**config.mk**
```make
export PLATFORM = sky130hd
export DESIGN_NAME = ising_sweep_sched
export DESIGN_NICKNAME = d
export VERILOG_FILES = /design/src/rtl/ising_sweep_sched.sv
export SDC_FILE = /design/constraint.sdc
export NUM_CORES = 1
export LEC_CHECK = 0
export CAP_MARGIN = 5
export CORE_ASPECT_RATIO = 1.75
export CORE_MARGIN = 2
export CORE_UTILIZATION = 52
export CTS_CLUSTER_DIAMETER = 150
export DETAILED_ROUTE_END_ITERATION = 8
export HOLD_SLACK_MARGIN = 0.06
export PLACE_DENSITY = 0.79
export SYNTH_ARGS = -nofsm -noshare
export SYNTH_HDL_FRONTEND = slang
export SYNTH_SLANG_ARGS = --single-unit
```
**constraint.sdc**
```tcl
create_clock -name clk -period 4.4 [get_ports clk]
set_clock_uncertainty 0.15 [all_clocks]
set_input_delay 0.66 -clock clk [delete_from_list [all_inputs] [get_ports clk]]
set_output_delay 0.66 -clock clk [all_outputs]
set_load 0.01 [all_outputs]
```
**src/rtl/ising_sweep_sched.sv**
```systemverilog
// Checkerboard sweep scheduler for the Metropolis spin-update datapath.
// Optional flip statistics are built when ISING_SCHED_STATS_EN is defined.
module ising_sweep_sched #(
  parameter int ROWS = 16,
  parameter int LAT  = 2,
  parameter int SW_W = 16,
  parameter int RW   = $clog2(ROWS)
) (
  input  logic            clk,
  input  logic            reset,
  input  logic            start,
  input  logic            abort,
  input  logic [SW_W-1:0] num_sweeps,
`ifdef ISING_SCHED_STATS_EN
  input  logic [15:0]     flip_cnt,
  output logic [31:0]     total_flips,
`endif
  output logic            busy,
  output logic            done,
  output logic            upd_en,
  output logic [RW-1:0]   row_addr,
  output logic [RW-1:0]   row_up,
  output logic [RW-1:0]   row_dn,
  output logic            phase,
  output logic            wb_en,
  output logic [RW-1:0]   wb_row,
  output logic            wb_phase,
  output logic [SW_W-1:0] sweep_count
);

  localparam int CW = $clog2(LAT + 1);

  typedef enum logic [1:0] {IDLE, ISSUE, DRAIN, DONE} state_t;

  typedef struct packed {
    logic          en;
    logic [RW-1:0] row;
    logic          ph;
  } wb_t;

  state_t          state_q, state_d;
  logic [RW-1:0]   row_q, row_d;
  logic            phase_q, phase_d;
  logic [CW-1:0]   cnt_q, cnt_d;
  logic [SW_W-1:0] sc_q, sc_d, sc_inc;
  logic [SW_W-1:0] nsw_q, nsw_d;
  logic            abt_q, abt_d;

  wb_t             wb_in;
  wb_t [LAT:1]     wb_pipe;

  always_ff @(posedge clk or posedge reset) begin
    if (reset) begin
      state_q <= IDLE;
      row_q   <= '0;
      phase_q <= 1'b0;
      cnt_q   <= '0;
      sc_q    <= '0;
      nsw_q   <= '0;
      abt_q   <= 1'b0;
    end else begin
      state_q <= state_d;
      row_q   <= row_d;
      phase_q <= phase_d;
      cnt_q   <= cnt_d;
      sc_q    <= sc_d;
      nsw_q   <= nsw_d;
      abt_q   <= abt_d;
    end
  end

  assign sc_inc = sc_q + 1'b1;

  always_comb begin
    state_d = state_q;
    row_d   = row_q;
    phase_d = phase_q;
    cnt_d   = cnt_q;
    sc_d    = sc_q;
    nsw_d   = nsw_q;
    abt_d   = abt_q;
    case (state_q)
      IDLE: begin
        if (start) begin
          nsw_d   = num_sweeps;
          sc_d    = '0;
          phase_d = 1'b0;
          row_d   = '0;
          abt_d   = 1'b0;
          state_d = (num_sweeps == '0) ? DONE : ISSUE;
        end
      end
      ISSUE: begin
        if (abort) begin
          abt_d   = 1'b1;
          cnt_d   = CW'(LAT - 1);
          state_d = DRAIN;
        end else if (row_q == RW'(ROWS - 1)) begin
          cnt_d   = CW'(LAT - 1);
          state_d = DRAIN;
        end else begin
          row_d = row_q + 1'b1;
        end
      end
      DRAIN: begin
        abt_d = abt_q | abort;
        if (cnt_q != '0) begin
          cnt_d = cnt_q - 1'b1;
        end else if (abt_q || abort) begin
          state_d = DONE;
        end else if (!phase_q) begin
          phase_d = 1'b1;
          row_d   = '0;
          state_d = ISSUE;
        end else begin
          // a full sweep is only credited once its odd phase has drained
          sc_d = sc_inc;
          if (sc_inc < nsw_q) begin
            phase_d = 1'b0;
            row_d   = '0;
            state_d = ISSUE;
          end else begin
            state_d = DONE;
          end
        end
      end
      DONE:    state_d = IDLE;
      default: state_d = IDLE;
    endcase
  end

  // abort suppresses the row addressed in the same cycle
  assign upd_en      = (state_q == ISSUE) && !abort;
  assign busy        = (state_q == ISSUE) || (state_q == DRAIN);
  assign done        = (state_q == DONE);
  assign row_addr    = row_q;
  assign phase       = phase_q;
  assign sweep_count = sc_q;

  // neighbours read as zero outside a run so reset leaves every output at 0
  assign row_up = !busy ? '0 : (row_q == '0) ? RW'(ROWS - 1) : row_q - 1'b1;
  assign row_dn = !busy ? '0 : (row_q == RW'(ROWS - 1)) ? '0 : row_q + 1'b1;

  assign wb_in = '{en: upd_en, row: row_q, ph: phase_q};

  always_ff @(posedge clk or posedge reset) begin
    if (reset) begin
      wb_pipe <= '0;
    end else begin
      wb_pipe[1] <= wb_in;
      for (int i = 2; i <= LAT; i++) wb_pipe[i] <= wb_pipe[i-1];
    end
  end

  assign wb_en    = wb_pipe[LAT].en;
  assign wb_row   = wb_pipe[LAT].row;
  assign wb_phase = wb_pipe[LAT].ph;

`ifdef ISING_SCHED_STATS_EN
  always_ff @(posedge clk or posedge reset) begin
    if (reset)
      total_flips <= '0;
    else if (state_q == IDLE && start)
      total_flips <= '0;
    else if (wb_pipe[LAT].en)
      total_flips <= total_flips + 32'(flip_cnt);
  end
`endif

endmodule

```
==> summary.md <==
| Metric | Value |
|---|---|
| Number of instances on the worst hold path | 0 |
| Worst Hold Path EP | wb_row[1] |
| Clock slew at the register clock pins of the worst setup and hold paths | 0.10 ns |
| Flop and latch count out of synthesis | 54 |
| Vertical die dimension | 106 um |
| Sinks on Clock Net | 54 |
| Antenna violation net count after detailed routing | 0 |
| Overall routing resource usage | 21.8% |
| Drt pass-1 iters | 4 |
| Number of global-route vias before repair | 2,477 |
| Max-slew violations | 0 |
| Horizontal die dimension | 62.1 um |
| Area Growth Syn to Fin | 22.5% |
| Max-Slew Margin vs Limit | 21.4% |
| Setup violations, final | 0 |
| Most common cell type on the critical path | nand4_1 |
| CP Cell Sequence | nand4_1, nor3_4, and4_1, nand4_1, xnor2_2, ha_1, nand4_1, nor4_1, a32oi_2, a21boi_2, or2_4, o221ai_2 |
| Time the worst path needs with I/O delays and setup | 3.49 ns |
| I/O pin cnt | 58 |
| Net count after synthesis | 347 |
| Synth warnings | 0 |
| Area share of the largest cell type after synthesis | 44.0% |
| Worst EP required | 4.45 ns |
| Setup ws final | 0.908 ns |
| End of the worst register-to-register path | row_addr[3] |
| Post-synth ARST share | 100% |
| Routed wire per std cell | 15.4 um |
| Startpoint class of the critical path | register |
| DRC viols | 0 |
| Total of cells resized after clock tree synthesis | 0 |
| Row count | 37 |
| R2r worst-path depth | 12 |
| Area of the placeable core | 5790 um2 |
| Worst-margin pin slew | 1.17 ns |
| Commonest cells after routing, fill and taps aside | clkdlybuf4s50_1, dfrtp_1, inv_1 |
| Largest fanout on the critical path | 9 |
| Wirelength, routed | 6660 um |
| Launch instance of the worst min-delay path | wb_pipe[2] |
| Slowest cell on crit path | dfrtp_1 |
| Post-CTS setup buffer count | 0 |
| Crit. End Element | register |
| Filler instances | 474 |
| Unrepaired setup endpoints after global routing | false |
| Power per unit of standard cell area | 564 nW/um2 |
| Total standard cell area after synthesis | 3070 um2 |
| Worst min-delay path class | register to register |
| First-pass GRT wire length | 11,400 um |
| Total CTS buffers | 5 |
| Die area | 6560 um2 |
| Largest net degree at the start of global routing | 55 |
| Number of buffers between clock root and the deepest sink | 2 |
| Port Buffer Count | 57 |
| # nets final | 397 |
| Run status | complete, no violations |
| Dominant cell type by area after synthesis | dfrtp_1 |
| Data arrival time at the worst-slack endpoint | 3.55 ns |
| Layout cell share with drive strength beyond 1 | 10.4% |
| Via-per-instance ratio | 5.56 |
| Leftover overflow at the end of global routing | 0 |
| Core occupancy in the finished layout | 65.0% |
| Worst-Skew Late Latency | 0.32 ns |
| Place WS | 0.956 ns |
| Count of different cell masters after synthesis | 45 |
| Delay of the slowest critical-path stage | 0.50 ns |
| Final cycle utilization of the critical path | 79.4% |
| Mapped Cells | 304 |
| Post-DP HPWL | 5040 um |
| Category of cells accounting for the largest share of critical-path delay | simple AND/OR/NAND/NOR gates |
| Final number of hold-violating endpoints | 0 |
| Starting utilization of the core area | 53.1% |
| Post-synth EDFFs | 0 |
| Diodes inserted | 0 |
| Count of routing violations after the opening detailed-route iteration | 146 |
| Number of hold buffers added after CTS | 0 |
| Static leakage | 1.72 nW |
| Post-synthesis area per instance | 10.1 um2 |
| Worst R2R Setup Slack | 0.91 ns |
| Crit path kind | register to register |
| Number of violations of the max-capacitance limit | 0 |
| Worst Path Buf+Inv | 0 |
| Number of antenna violations at the first check in global routing | 0 |
| TritonCTS clock tree | done |
| Share of synthesized area occupied by flip-flops and latches | 44.0% |
| Routability Congestion | 0.828 |
| Fmax | 286 MHz |
| Launch instance of the worst register-to-register path | sweep_count[5] |
| Overall power | 2.12 mW |
| Total Neg Setup Slack | 0 ns |
| Hold_ws | 0.207 ns |
| Root buffer selected by CTS | clkbuf_8 |
| Vias after detailed routing | 2,409 |
| Top_reg_cell synth | dfrtp_1 |
| Top area cells in the synthesized netlist | dfrtp_1, ha_1, mux2_2 |
| Max IR drop VDD | 0.494 mV |
| Most common cell after layout, fill and taps aside | clkdlybuf4s50_1 |
| Number of H-tree levels | 2 |
[registers in the layout, summed over array words and instances (netlist names)]
register and cells:
cnt_q 2, wb_row 4, wb_pipe 6, nsw_q 16
state_q 2, abt_q 1, wb_en 1, row_addr 4
sweep_count 16, wb_phase 1, phase 1
[per-layer routing]
layer / global-route usage (%) / wire (um)
met5: 0 / 0
met2: 39.6 / 3680
met3: 3.42 / 239
met1: 24.4 / 2560
met4: 10.8 / 177
[cell families (layout without fill, tap and decap cells)]
family	count (synthesis)	after routing	share of synthesized area (%)
xor+xnor	16	16	4.81
compound gates	64	64	14.3
simple gates	90	90	15.8
flops	54	54	44.0
fa+ha+maj	23	23	9.37
mux	17	17	6.23
buf+inv	40	91	5.50
[worst register-to-register path, cell delays in order, from the launching register on]
cell and delay, ns:
dfrtp_1 0.50, nand4_1 0.21, nor3_4 0.26, and4_1 0.29, nand4_1 0.16, xnor2_2 0.18, ha_1 0.32, nand4_1 0.17
nor4_1 0.37, a32oi_2 0.17, a21boi_2 0.30, or2_4 0.21, o221ai_2 0.09
[stage by stage]
stage	instances	area (um2)
6_report	433	3760
5_1_grt	433	3760
4_1_cts	433	3760
3_5_place_dp	425	3670
3_3_place_gp	425	3670
2_1_floorplan	304	3070
[cell type report]
| class | instances | area, um2 | area share [%] |
|---|---|---|---|
| multi-input combinational | 210 | 1550 | 41.2 |
| timing repair buffer | 58 | 578 | 15.4 |
| tap | 78 | 97.6 | 2.59 |
| sequential | 54 | 1350 | 35.9 |
| clock inverter | 3 | 21.3 | 0.565 |
| clock buffer | 5 | 68.8 | 1.83 |
| inverter | 25 | 93.8 | 2.49 |
[cell usage after synthesis, types with 2 or more instances]
master,instances
o21ai_0,17
nor2_1,17
buf_4,4
a21oi_1,14
nand3b_1,3
nand4_1,7
nand2b_1,4
o31ai_1,4
dfrtp_1,54
nor3_1,6
and2_1,4
xor2_1,8
inv_1,25
nand2_1,23
nand3_1,7
xnor2_1,7
nor2b_1,6
nor4_1,2
mux2_2,17
ha_1,23
clkbuf_1,8
a32o_1,9
o21ai_1,8
buf_2,3
and3_1,4
[power breakdown]
| group | total (mW) | leakage (nW) | switching [mW] | internal, mW |
|---|---|---|---|---|
| Sequential | 0.763 | 0.702 | 0.112 | 0.651 |
| Combinational | 1.08 | 0.978 | 0.540 | 0.535 |
| Clock | 0.284 | 0.0441 | 0.172 | 0.112 |
[how the worst max path moves through the flow]
stage / slack (ns) / from / cells after the start / endpoint
2_1_floorplan: 1.23 / sweep_count[5] / 13 / row_addr[3]
3_3_place_gp: 1.09 / sweep_count[2] / 12 / row_addr[3]
3_5_place_dp: 0.96 / sweep_count[2] / 12 / row_addr[3]
4_1_cts: 0.93 / sweep_count[2] / 12 / row_addr[3]
5_1_grt: 0.70 / sweep_count[0] / 13 / row_addr[3]
6_report: 0.91 / sweep_count[5] / 12 / row_addr[3]
Power figures use the tool's default switching activity.
